[src/rtl/sargantana_icache_refill.sv]
// Instruction-cache refill engine: takes a miss, picks a victim way, fetches
// the line from memory as N_BEATS beats and issues a single write strobe to
// the tag/data arrays. A kill (pipeline flush) abandons the fill without writing.
module sargantana_icache_refill #(
  parameter int ICACHE_N_WAY = 4,
  parameter int TAG_WIDHT    = 20,
  parameter int IDX_WIDHT    = 6,
  parameter int WAY_WIDHT    = 512,
  parameter int BEAT_WIDHT   = 128
) (
  input  logic                           clk_i,
  input  logic                           rst_i,
  input  logic                           miss_valid_i,
  output logic                           miss_ready_o,
  input  logic [TAG_WIDHT-1:0]           miss_tag_i,
  input  logic [IDX_WIDHT-1:0]           miss_idx_i,
  input  logic [ICACHE_N_WAY-1:0]        way_valid_bits_i,
  input  logic                           kill_i,
  output logic                           mem_req_valid_o,
  input  logic                           mem_req_ready_i,
  output logic [TAG_WIDHT+IDX_WIDHT-1:0] mem_req_addr_o,
  input  logic                           mem_rsp_valid_i,
  input  logic [BEAT_WIDHT-1:0]          mem_rsp_data_i,
  output logic                           wr_en_o,
  output logic [ICACHE_N_WAY-1:0]        wr_way_o,
  output logic [IDX_WIDHT-1:0]           wr_idx_o,
  output logic [TAG_WIDHT-1:0]           wr_tag_o,
  output logic [WAY_WIDHT-1:0]           wr_data_o,
  output logic                           busy_o
);

  localparam int N_BEATS = WAY_WIDHT / BEAT_WIDHT;
  localparam int CNT_W   = $clog2(N_BEATS);
  localparam int RR_W    = $clog2(ICACHE_N_WAY);
  localparam logic [CNT_W-1:0] LAST_BEAT = CNT_W'(N_BEATS - 1);

  typedef enum logic [1:0] {
    IDLE  = 2'd0,
    REQ   = 2'd1,
    RECV  = 2'd2,
    WRITE = 2'd3
  } state_e;

  state_e                  state_q, state_d;
  logic [CNT_W-1:0]        cnt_q, cnt_d;
  logic [RR_W-1:0]         rr_q, rr_d;
  logic                    killed_q, killed_d;
  logic                    from_rr_q, from_rr_d;
  logic [TAG_WIDHT-1:0]    tag_q, tag_d;
  logic [IDX_WIDHT-1:0]    idx_q, idx_d;
  logic [ICACHE_N_WAY-1:0] way_q, way_d;
  logic [WAY_WIDHT-1:0]    line_q, line_d;

  logic                    free_found;
  logic [RR_W-1:0]         free_idx;
  logic [RR_W-1:0]         victim_idx;
  logic                    killed_set;

  // Next-state logic: victim choice, request handshake, beat assembly, write commit.
  always_comb begin
    state_d    = state_q;
    cnt_d      = cnt_q;
    rr_d       = rr_q;
    killed_d   = killed_q;
    from_rr_d  = from_rr_q;
    tag_d      = tag_q;
    idx_d      = idx_q;
    way_d      = way_q;
    line_d     = line_q;
    killed_set = killed_q | kill_i;

    // Scan downward so the lowest-index invalid way is the one that sticks.
    free_found = 1'b0;
    free_idx   = '0;
    for (int i = ICACHE_N_WAY - 1; i >= 0; i--) begin
      if (!way_valid_bits_i[i]) begin
        free_found = 1'b1;
        free_idx   = RR_W'(i);
      end
    end
    victim_idx = free_found ? free_idx : rr_q;

    case (state_q)
      IDLE: begin
        if (miss_valid_i && !kill_i) begin
          tag_d             = miss_tag_i;
          idx_d             = miss_idx_i;
          way_d             = '0;
          way_d[victim_idx] = 1'b1;
          from_rr_d         = !free_found;
          killed_d          = 1'b0;
          cnt_d             = '0;
          state_d           = REQ;
        end
      end
      REQ: begin
        // A kill in the acceptance cycle still counts as accepted: the
        // response must be drained, so it becomes a kill seen in RECV.
        if (mem_req_ready_i) begin
          cnt_d    = '0;
          killed_d = kill_i;
          state_d  = RECV;
        end else if (kill_i) begin
          state_d = IDLE;
        end
      end
      RECV: begin
        killed_d = killed_set;
        if (mem_rsp_valid_i) begin
          line_d[BEAT_WIDHT*cnt_q +: BEAT_WIDHT] = mem_rsp_data_i;
          cnt_d = cnt_q + CNT_W'(1);
          if (cnt_q == LAST_BEAT) begin
            state_d = killed_set ? IDLE : WRITE;
          end
        end
      end
      WRITE: begin
        state_d = IDLE;
        // Only a committed pointer-chosen eviction advances the pointer.
        if (!kill_i && from_rr_q) begin
          rr_d = rr_q + RR_W'(1);
        end
      end
      default: begin
        state_d = IDLE;
      end
    endcase
  end

  // State and datapath registers with asynchronous reset.
  always_ff @(posedge clk_i or posedge rst_i) begin
    if (rst_i) begin
      state_q   <= IDLE;
      cnt_q     <= '0;
      rr_q      <= '0;
      killed_q  <= 1'b0;
      from_rr_q <= 1'b0;
      tag_q     <= '0;
      idx_q     <= '0;
      way_q     <= '0;
      line_q    <= '0;
    end else begin
      state_q   <= state_d;
      cnt_q     <= cnt_d;
      rr_q      <= rr_d;
      killed_q  <= killed_d;
      from_rr_q <= from_rr_d;
      tag_q     <= tag_d;
      idx_q     <= idx_d;
      way_q     <= way_d;
      line_q    <= line_d;
    end
  end

  assign miss_ready_o    = (state_q == IDLE);
  assign busy_o          = (state_q != IDLE);
  assign mem_req_valid_o = (state_q == REQ);
  assign mem_req_addr_o  = {tag_q, idx_q};
  // A late kill during WRITE must still block the array update.
  assign wr_en_o         = (state_q == WRITE) && !kill_i;
  assign wr_way_o        = way_q;
  assign wr_idx_o        = idx_q;
  assign wr_tag_o        = tag_q;
  assign wr_data_o       = line_q;

endmodule

[config.mk]
export PLATFORM = sky130hd
export DESIGN_NAME = sargantana_icache_refill
export DESIGN_NICKNAME = d
export VERILOG_FILES = /design/src/rtl/sargantana_icache_refill.sv
export SDC_FILE = /design/constraint.sdc
export NUM_CORES = 1
export LEC_CHECK = 0
export ABC_AREA = 0
export BUFFER_PORTS_ARGS = -buffer_cell sky130_fd_sc_hd__buf_2
export CORE_AREA = 2 2 283 285
export CTS_CLUSTER_DIAMETER = 200
export DETAILED_ROUTE_END_ITERATION = 10
export DIE_AREA = 0 0 285 287
export GPL_TIMING_DRIVEN = 0
export PLACE_DENSITY = 0.5
export SLEW_MARGIN = 20
export SYNTH_ARGS = -nofsm -noshare
export SYNTH_HDL_FRONTEND = slang
export SYNTH_SLANG_ARGS = --single-unit
[constraint.sdc]
create_clock -name clk_i -period 57.3 [get_ports clk_i]
set_input_delay 11.46 -clock clk_i [delete_from_list [all_inputs] [get_ports clk_i]]
set_output_delay 11.46 -clock clk_i [all_outputs]
set_load 0.01 [all_outputs]
==> flow_summary.toml <==
[timing]
worst_slack_ns = 33.66
finalSetupTns_ns = 0
setup_viol = 0
fin_crit_ns = 23.64
fin_crit_sh_pct = 41.3
max_freq_ghz = 0.0423
relSlewSlack_pct = 34.3
hold_viol = 0
worst_slew_pin_slew_ns = 0.986
holdWs_ns = 0.486
final_max_slew_viol_count = 0
rsz0062_at_grt = "no"
clock_skew_ns = 0.0283

[setup_path]
cp_slowest_cell = "nor2b_1"
worstPathArrival_ns = 12.18
crit_top_cell = "buf_2"
path_max_fanout = 6
startpoint_type = "input port"
cp_num_buf_inv = 2
crit_chain = "buf_2, nor2b_1, buf_2"
crit_type = "input port to primary output"
cp_top_family = "buffers and inverters"
end_kind = "primary output"
required_ns = 45.84
max_stage_delay_ns = 0.35

[power]
pwr-share-clk_pct = 36.5
combPwrFrac_pct = 20.8
p_leak_nw = 14.9
switching_share_pct = 28.9
power-per-cell-area_nw_per_um2 = 40.0
seq_power_share_pct = 42.7
intPower_uw = 785
ir_drop_uv = 22.9
p_sw_uw = 320
finalPower_mw = 1.10

[cts]
cts-htree-levels = 2
clock_insertion_delay_worst_skew_ns = 0.62
cts_tree = "done"
cts-buffers-inserted = 61
hold_buffers = 0
postCtsSetupRepairBufs = 0
cts_root_buf = "clkbuf_16"
clk_pin_slew_worst_paths_ns = 0.06
clock-sinks = 550
ctsResizeCount = 0
clock_path_buffers = 3

[placed_design]
dp.cells = 3147
post_dp_cell_area_um2 = 25500
post-place-ws_ns = 33.60
port_buffers = 735
hpwl_um = 57000
gp_congestion = 0.860

[route]
drtIter0Drc = 746
vias = 15600
routedWlPerCell_um = 23.8
avgViaCountPerCell = 4.78
wirelength_um = 77600
dr.pass1.iters = 5
final_antenna_net_count = 0
drc = 0

[run_status]
status = "complete, no violations"

[yosys]
syn_area_um2 = 20400
yosys.area.top_type = "dfrtp_1"
yosys_warnings = 0
syn_area_per_cell_um2 = 15.0
synth_seq_area_share_pct = 67.6
synthDistinctLibCells = 40
ys_ff_latch = 550
synth_flop_cell = "dfrtp_1"
synth_edf_count = 0
synthTopCellsByArea = "dfrtp_1, a22o_1, buf_4"
async_flop_share_pct = 100
netlist_instances = 1356
synth_top_area_share_pct = 67.6
syn_nets = 1531

[die]
rows = 103
start_util_pct = 25.9
die_h_um = 287
coreArea_um2 = 78600
die_area_um2 = 81800
die_w_um = 285
io_pins = 736

[grt]
grt_pass1_vias = 16400
grt_overflow = 0
track_usage_pct = 18.3
antenna_found_initial = 4
grt_pass1_wl_um = 113000
grt_max_degree = 107

[final_layout]
final_common_cell = "buf_2"
drive_above_1_share_pct = 43.8
fin_cells = 3266
utilization_pct = 35.2
final_cell_mix = "buf_2, dfrtp_1, a22o_1"
fin_nets = 2335
postLayoutCellArea_um2 = 27600
syn_to_final_growth_pct = 35.8

[run]
maxCapViolCount = 0

[hold_path]
hold_path_class = "flip-flop to flip-flop"
-- power by group through the flow --
stage	registers (mW)	clock network, mW	logic [mW]
finish	0.471	0.404	0.229
global route	0.477	0.432	0.247
CTS	0.471	0.413	0.233
detailed placement	0.477	0	0.233
global placement	0.477	0	0.228
floorplan	0.497	0	0.102
-- logic make-up after synthesis --
family,Yosys count,synth area share [%]
DFF,550,67.6
AOI/OAI and AO/OA,531,22.8
buffers and inverters,155,4.75
and+or+nand+nor,81,2.66
muxes,26,1.44
adders and majority gates,11,0.676
xor gates and xnor gates,2,0.0861
-- Yosys cell counts, drive strengths merged, types with 2 or more instances --
| library cell | number |
|---|---|
| o2bb2ai | 2 |
| nand2 | 11 |
| inv | 8 |
| nor2b | 46 |
| xnor2 | 2 |
| clkbuf | 64 |
| a2111oi | 2 |
| and3 | 2 |
| a22o | 512 |
| nand3 | 6 |
| o31ai | 5 |
| buf | 83 |
| nand2b | 4 |
| nand3b | 2 |
| nor4 | 4 |
| nor3b | 2 |
| mux2 | 26 |
| dfrtp | 550 |
| ha | 11 |
-- worst paths after layout --
check                            start        endpoint  slack, ns  cells past startpoint
setup / recovery                kill_i         wr_en_o      33.66                      3
hold / removal             wr_way_o[0]     wr_way_o[0]       0.49                      2
setup reg to reg              cnt_q[0]  wr_data_o[303]      54.33                      7
hold reg to reg            wr_way_o[0]     wr_way_o[0]       0.49                      2
max in group asynchronous        rst_i  wr_data_o[496]      44.17                      6
min in group asynchronous        rst_i    wr_tag_o[12]      10.86                      2
-- per-layer routing --
metal  up-vias  global-route usage [%]  wire (um)
li1       6778                       -          -
met1      8110                    22.8      31600
met2       582                    31.1      38700
met3       127                    4.22       4930
met4         0                    6.16       2440
met5         -                       0          0
-- final cells by class --
cell class                 count  area (um^2)
antenna                        3         7.51
clock buffer                  90         1870
clock inverter                26          238
fill                        7839        51000
inverter                       8         37.5
sequential                   550        13800
multi-input combinational    651         5620
timing repair buffer         741         3840
buffer                       147          943
tap                         1050         1310
-- tightest hold or removal path: cells and delay by family, from the launching register on --
family | cells | cell delay (ns)
flops | 1 | 0.34
compound gates | 1 | 0.06
simple gates | 1 | 0.05
-- flip-flops by register name (all words and copies together) (netlist names) --
signal and cells:
rr_q 2, from_rr_q 1, wr_tag_o 20, wr_way_o 4, wr_data_o 512, state_q 2
cnt_q 2, killed_q 1, wr_idx_o 6
(Power assumes the default switching activity.)
